$ cat src/rtl/f_fetch_ctrl.sv
// F-stage fetch sequencer: owns F_PC, issues imem requests, buffers the word across F/D stalls.
// Latency: zero-wait memory is bypassed to F_instr in the ack cycle; N-cycle memory offers after N cycles.
// Backpressure: stall during ack parks the word in HOLD with no refetch; imem_req drops while holding.
module f_fetch_ctrl #(
    parameter logic [31:0] RESET_PC = 32'h0000_3000
) (
    input  logic        clk,
    input  logic        reset,
    input  logic [31:0] D_npc,
    input  logic        stall,
    output logic        imem_req,
    output logic [31:0] imem_addr,
    input  logic        imem_ack,
    input  logic [31:0] imem_rdata,
    output logic [31:0] F_PC,
    output logic [31:0] F_instr,
    output logic        F_valid,
    output logic [31:0] F_fetch_cnt
);

    typedef enum logic {
        REQ  = 1'b0,
        HOLD = 1'b1
    } state_t;

    state_t      state;
    state_t      state_nxt;
    logic [31:0] buf_q;
    logic        capture;
    logic        handoff;
    logic        unused_npc_lsb;

    // Targets are word aligned by truncation; the dropped bits are intentionally ignored.
    assign unused_npc_lsb = ^D_npc[1:0];
    assign imem_addr      = F_PC;

    always_ff @(posedge clk) begin
        if (reset) begin
            state       <= REQ;
            F_PC        <= RESET_PC;
            buf_q       <= 32'h0;
            F_fetch_cnt <= 32'h0;
        end else begin
            state <= state_nxt;
            if (capture) begin
                buf_q <= imem_rdata;
            end
            if (handoff) begin
                F_PC        <= {D_npc[31:2], 2'b00};
                F_fetch_cnt <= F_fetch_cnt + 32'd1;
            end
        end
    end

    always_comb begin
        state_nxt = state;
        imem_req  = 1'b0;
        F_valid   = 1'b0;
        F_instr   = 32'h0;
        capture   = 1'b0;
        if (!reset) begin
            case (state)
                REQ: begin
                    imem_req = 1'b1;
                    if (imem_ack) begin
                        F_valid = 1'b1;
                        F_instr = imem_rdata;
                        if (stall) begin
                            capture   = 1'b1;
                            state_nxt = HOLD;
                        end
                    end
                end
                HOLD: begin
                    F_valid = 1'b1;
                    F_instr = buf_q;
                    if (!stall) begin
                        state_nxt = REQ;
                    end
                end
                default: state_nxt = REQ;
            endcase
        end
        handoff = F_valid && !stall;
    end

endmodule

$ cat config.mk
export PLATFORM = sky130hd
export DESIGN_NAME = f_fetch_ctrl
export DESIGN_NICKNAME = d
export VERILOG_FILES = /design/src/rtl/f_fetch_ctrl.sv
export SDC_FILE = /design/constraint.sdc
export NUM_CORES = 1
export LEC_CHECK = 0
export BUFFER_PORTS_ARGS = -buffer_cell sky130_fd_sc_hd__buf_2
export CAP_MARGIN = 10
export CORE_MARGIN = 5
export CORE_UTILIZATION = 53
export CTS_BUF_LIST = sky130_fd_sc_hd__clkbuf_4
export DETAILED_ROUTE_END_ITERATION = 8
export GPL_TIMING_DRIVEN = 0
export HOLD_SLACK_MARGIN = 0.02
export PLACE_DENSITY_LB_ADDON = 0.12
export SETUP_SLACK_MARGIN = 0.1
export SYNTH_ARGS = -nofsm -noshare
export SYNTH_HDL_FRONTEND = slang
export SYNTH_SLANG_ARGS = --single-unit
$ cat constraint.sdc
create_clock -name clk -period 3.5 [get_ports clk]
set_clock_uncertainty 0.2 [all_clocks]
set_input_delay 0.525 -clock clk [delete_from_list [all_inputs] [get_ports clk]]
set_output_delay 0.525 -clock clk [all_outputs]
set_load 0.01 [all_outputs]
==> results of run 1 <==
## routing by layer
layer / vias up / GRT usage [%]
met5: - / 0
met4: 0 / 9.71
met3: 22 / 5.92
met2: 185 / 39.8
met1: 2090 / 29.5
li1: 2236 / -
## cell families (layout without fill, tap and decap cells)
group	after synthesis	in the layout	share of synthesized area [%]
and+or+nand+nor	223	223	25.0
AOI/OAI and AO/OA	124	124	17.6
DFF	95	95	42.8
buffers and inverters	79	285	10.2
muxes	10	10	2.54
xor gates and xnor gates	7	7	1.38
adders and majority gates	1	1	0.282
other	1	4	0.0844
## final cells by class
class	instances	area, sq um	area share, %
inverters	3	11.3	0.198
clock inverters	7	72.6	1.28
multi-input cells	369	2100	36.9
clock buffers	9	67.6	1.19
well taps	105	131	2.32
flip-flops and latches	95	1900	33.5
repair buffers	190	951	16.8
plain buffers	76	443	7.81
## flip-flops by register name, summed over array words and instances (netlist names)
signal       cells
F_fetch_cnt     32
buf_q           32
F_PC            30
state            1
## how the worst min path moves through the flow
stage | from | endpoint | slack (ns) | depth (start not counted)
floorplan | buf_q[0] | buf_q[0] | 0.24 | 2
global placement | buf_q[25] | buf_q[25] | 0.24 | 2
detailed placement | buf_q[30] | buf_q[30] | 0.25 | 2
CTS | D_npc[21] | F_PC[21] | 0.06 | 3
global route | D_npc[11] | F_PC[11] | 0.07 | 3
finish | D_npc[24] | F_PC[24] | 0.08 | 3
## tightest hold or removal path, stage by stage
cell     delay (ns)
buf_2          0.08
nand2_1        0.03
o21ai_0        0.05
## report_power, final
part	switching (mW)	leakage (nW)	internal, mW
clock network	0.377	0.0723	0.219
logic	0.157	1.70	0.140
registers	0.0270	0.772	1.12
## per-stage QoR
| step | util [%] | hold WS [ns] | worst slack [ns] |
|---|---|---|---|
| 2_1_floorplan | - | 0.236 | 0.985 |
| 3_3_place_gp | 67.7 | 0.241 | 0.746 |
| 3_5_place_dp | 67.7 | 0.247 | 0.757 |
| 4_1_cts | 69.4 | 0.0612 | 0.573 |
| 5_1_grt | 69.4 | 0.0707 | 0.329 |
| 6_report | 69.4 | 0.0763 | 0.562 |
## placed cells by master (no fill, tap or decap), types with 3 or more instances in the layout
cell      Yosys  layout
a21oi_1      46      46
clkbuf_1     38      38
o31ai_1      11      11
buf_4        34      34
conb_1        1       4
nor2b_1      10      10
nor2_1       21      21
nand2b_1     30      30
o21ai_0      34      34
buf_6         4       4
nand2_1     103     103
dfxtp_1      95      95
or4_1        11      11
nand3_1       9       9
clkbuf_4      0       9
a22o_1       32      32
mux2_2        9       9
buf_2         0     190
or3_1         4       4
nor4_1        8       8
nand4_1      12      12
xnor2_1       5       5
and3_1        3       3
inv_1         3       3
==> impl_metrics.yaml, run 1 <==
outcome:
  outcome: "finished clean"
clock_tree:
  insertion_delay_ns: 0.43
  clkTransAtPathRegs_ns: 0.15
  tritoncts: "built"
  h-tree-depth: 3
  numCtsBuffers: 9
  cts_hold_buf: 0
  cts.sinks: 95
  clock-root-buffer: "clkbuf_4"
  clockBufferDepth: 2
  postCtsSetupBuffers: 0
  post_cts_resize_count: 0
power:
  peakVddDrop_mv: 0.250
  p_per_area_nw_per_um2: 359
  total_power_mw: 2.04
  p_leak_nw: 2.55
synth:
  yosysUniqueCellTypes: 34
  syn_area_per_cell_sq_um: 8.22
  yosysSeqAreaShare_pct: 42.8
  synth.most_common_cell: "nand2_1"
  yosys.area.top_type_share_pct: 42.8
  synthesis.area_sq_um: 4440
  synth_commonest_cells: "nand2_1 (103), dfxtp_1 (95), a21oi_1 (46)"
  synthArstFlopShare_pct: 0
  yosys.area.top_type: "dfxtp_1"
  synth_seq_cells: 95
  synth-edff-count: 0
  synth_warnings: 0
  synth_area_leaders: "dfxtp_1 (43%), nand2_1 (8.7%), a22o_1 (6.3%)"
  ys.flop_type: "dfxtp_1"
  syn_inst: 540
worst_setup_path:
  crit_arrival_ns: 2.21
  crit_fanout: 10
  cp-startpoint: "state"
  critical_path_cell_count: 4
  cp_num_buf_inv: 2
  path_delay_family: "simple AND/OR/NAND/NOR gates"
  path_class: "register to primary output"
  reg2reg_to: "F_fetch_cnt[30]"
  r2r-start: "F_fetch_cnt[7]"
  end_kind: "primary output"
  worstPathCellList: "nor3b_1, clkbuf_1, a22o_1, buf_2"
  reg2regPathDepth: 6
  cp.required_ns: 2.77
  crit_path_top_delay_cell: "nor3b_1"
  cp-endpoint: "F_instr[10]"
  r2r_setup_slack_ns: 0.99
  critPathMaxStageDelay_ns: 0.60
  critPathLaunchType: "register"
detailed_routing:
  maxUsedRoutingLayer: "met4"
  drc: 0
  viasPerCell: 5.31
  routed_wl_mm: 12.5
  wl_met3_mm: 1.09
  met2RoutedLength_mm: 6.03
  routedWlPerCell_um: 14.7
  drt_iter0_drc: 128
  wl_met1_mm: 5.13
  drtAntennaViolNets: 0
  route.vias.total: 4533
  first_pass_iters: 4
global_routing:
  grt_first_pass_wirelength_mm: 20.1
  grt_max_degree: 17
  grt_use_total_pct: 23.9
  grt-ovfl-total: 0
  grt_pass1_vias: 4360
  antenna_found_initial: 0
floorplan:
  core_sq_um: 8180
  fp.dieH_um: 102
  initial_core_util_pct: 54.3
  ios: 198
  die_x_um: 102
  rows: 33
  dieArea_sq_um: 10300
timing:
  tightest_slew_ns: 0.688
  setup-tns-final_ns: 0
  setup_violations: 0
  hold_viol: 0
  fmax_mhz: 340
  slew_headroom_pct: 53.7
  final-max-slew-violation-count: 0
  min_period_ns: 2.94
  period_share_pct: 84.0
  grt_setup_unrepaired: "no"
placed_design:
  io_buffers: 190
  place_inst: 838
  hpwl_mm: 9.50
  globalplace.congestion: 0.857
  placed_cell_area_sq_um: 5530
cells_and_area:
  fin_cells: 854
  antennaDiodeCount: 0
  syn_to_final_growth_pct: 27.8
  num-fill-cells: 727
  fin_area_sq_um: 5670
  fin_nets: 813
  drive_gt1_share_pct: 34.3
worst_hold_path:
  hp-class: "primary input to register"
run:
  cap_viol_max_count: 0
(Power assumes the default switching activity.)
==> inputs of run 2 (changes only) <==
Settings changed: CORE_UTILIZATION 53 to 49.
Clock period 3.5 ns to 2.9 ns, I/O delays scaled along.
==> run 2 against run 1 <==
Against the previous run: routed wire length grew 4.5%; largest cell class unchanged; clock-buffer cell count grew 1; worst hold slack lost 0.035 ns; largest power group unchanged; total power grew 23%; critical path type unchanged; critical endpoint is now F_instr[8]; first-iteration DRC count grew 60%; via count grew 1.9%.
==> impl_metrics.yaml, run 2 (synthesis results as in run 1) <==
worst_setup_path:
  cp_num_buf_inv: 3
  cp.required_ns: 2.27
  r2r-start: "F_fetch_cnt[7]"
  crit_fanout: 10
  crit_path_top_delay_cell: "dfxtp_1"
  crit_arrival_ns: 2.00
  critPathLaunchType: "register"
  path_delay_family: "buffers and inverters"
  cp-startpoint: "state"
  end_kind: "primary output"
  path_class: "register to primary output"
  worstPathCellList: "nor2b_1, clkbuf_1, clkbuf_1, a22o_1, buf_2"
  crit_top_cell: "clkbuf_1"
  critPathMaxStageDelay_ns: 0.46
run:
  cap_viol_max_count: 0
floorplan:
  fp.dieH_um: 105
  core_sq_um: 8760
  die_x_um: 105
  ios: 198
  initial_core_util_pct: 50.7
  dieArea_sq_um: 11100
  rows: 34
clock_tree:
  clkTransAtPathRegs_ns: 0.15
  insertion_delay_ns: 0.42
  numCtsBuffers: 9
  postCtsSetupBuffers: 0
  clock-root-buffer: "clkbuf_4"
  clockBufferDepth: 2
  tritoncts: "built"
  h-tree-depth: 3
  cts.sinks: 95
timing:
  fmax_mhz: 379
  period_share_pct: 91.0
  hold_viol: 0
  min_period_ns: 2.64
  final-max-slew-violation-count: 0
  tightest_slew_ns: 0.645
  setup_violations: 0
  slew_headroom_pct: 56.6
  grt_setup_unrepaired: "no"
  setup-tns-final_ns: 0
global_routing:
  grt_use_total_pct: 23.0
  grt_pass1_vias: 4457
  grt-ovfl-total: 0
  grt_first_pass_wirelength_mm: 21.4
  antenna_found_initial: 0
  grt_max_degree: 16
placed_design:
  globalplace.congestion: 0.847
  hpwl_mm: 9.39
  io_buffers: 190
cells_and_area:
  drive_gt1_share_pct: 32.7
  fin_nets: 852
  final_core_utilization_pct: 69.3
  reg_top3: "F_fetch_cnt: 32 flops, buf_q: 32 flops, F_PC: 30 flops"
  final_cell_mix: "buf_2 (190), nand2_1 (103), dfxtp_1 (95)"
  final_common_cell: "buf_2"
  antennaDiodeCount: 0
  syn_to_final_growth_pct: 36.7
worst_hold_path:
  hp-start: "imem_rdata[3]"
  hp-class: "primary input to register"
detailed_routing:
  routedWlPerCell_um: 14.6
  first_pass_iters: 4
  drt_iter0_drc: 205
  route.vias.total: 4618
  drc: 0
  routed_wl_mm: 13.1
  viasPerCell: 5.15
  drtAntennaViolNets: 0
power:
  peakVddDrop_mv: 0.274
  p_per_area_nw_per_um2: 412
  p_leak_nw: 2.72
outcome:
  outcome: "finished clean"
-- run 2: changes by cell type in the layout (fill, tap and decap cells not counted) --
cell,previous run,this run
clkinvlp_4,2,1
clkinv_4,1,0
nor3b_2,0,1
dlygate4sd3_1,0,39
nor3b_1,2,1
clkbuf_1,38,37
clkbuf_2,0,1
clkinv_1,0,1
clkbuf_4,9,10
-- run 2: repair_timing --
| action | in CTS | in global routing |
|---|---|---|
| hold endpoints to repair | 35 | 4 |
| hold buffers | 35 | 4 |
| setup endpoints to repair | 30 | 1 |
| gates resized for setup | 1 | 2 |
-- run 2: tightest hold or removal path, cell delays in order --
cell	delay, ns
buf_2	0.11
nand2_1	0.05
a21oi_1	0.05
-- run 2: layout make-up --
class | instances | area (sq um)
Tap cell | 108 | 135
Fill cell | 706 | 2690
Multi-Input combinational cell | 369 | 2100
Sequential cell | 95 | 1900
Clock inverter | 6 | 60.1
Inverter | 3 | 11.3
Clock buffer | 10 | 75.1
Buffer | 76 | 444
Timing Repair Buffer | 229 | 1340
-- run 2: layer usage --
metal,GRT usage [%],vias to the layer above,part of all wire (%)
met5,0,-,0
met4,7.03,0,1.4
met3,7.21,14,8.5
met2,37.5,162,48
met1,28.9,2131,42
li1,-,2311,-
-- run 2: worst paths after layout --
path | end | slack (ns) | depth (start not counted)
min | buf_q[3] | 0.04 | 3
max reg2reg | F_fetch_cnt[30] | 0.47 | 6
max | F_instr[8] | 0.26 | 5
min reg2reg | buf_q[30] | 0.26 | 2
-- run 2: through the flow --
stage / cell area, sq um / total power [mW] / hold slack [ns] / setup slack (ns) / cells
final: 6070 / 2.50 / 0.0415 / 0.261 / 896
after global routing: 6070 / 2.63 / 0.0202 / 0.102 / 896
after floorplan: 4450 / 1.60 / 0.236 / 0.475 / 543
after global placement: 5540 / 1.76 / 0.241 / 0.283 / 841
after detailed placement: 5540 / 1.77 / 0.248 / 0.285 / 841
after CTS: 6030 / 2.51 / 0.0211 / 0.254 / 892
-- run 2: where the power goes --
part,switching [mW],internal [mW]
combinational,0.198,0.204
clock,0.448,0.271
sequential,0.0330,1.35
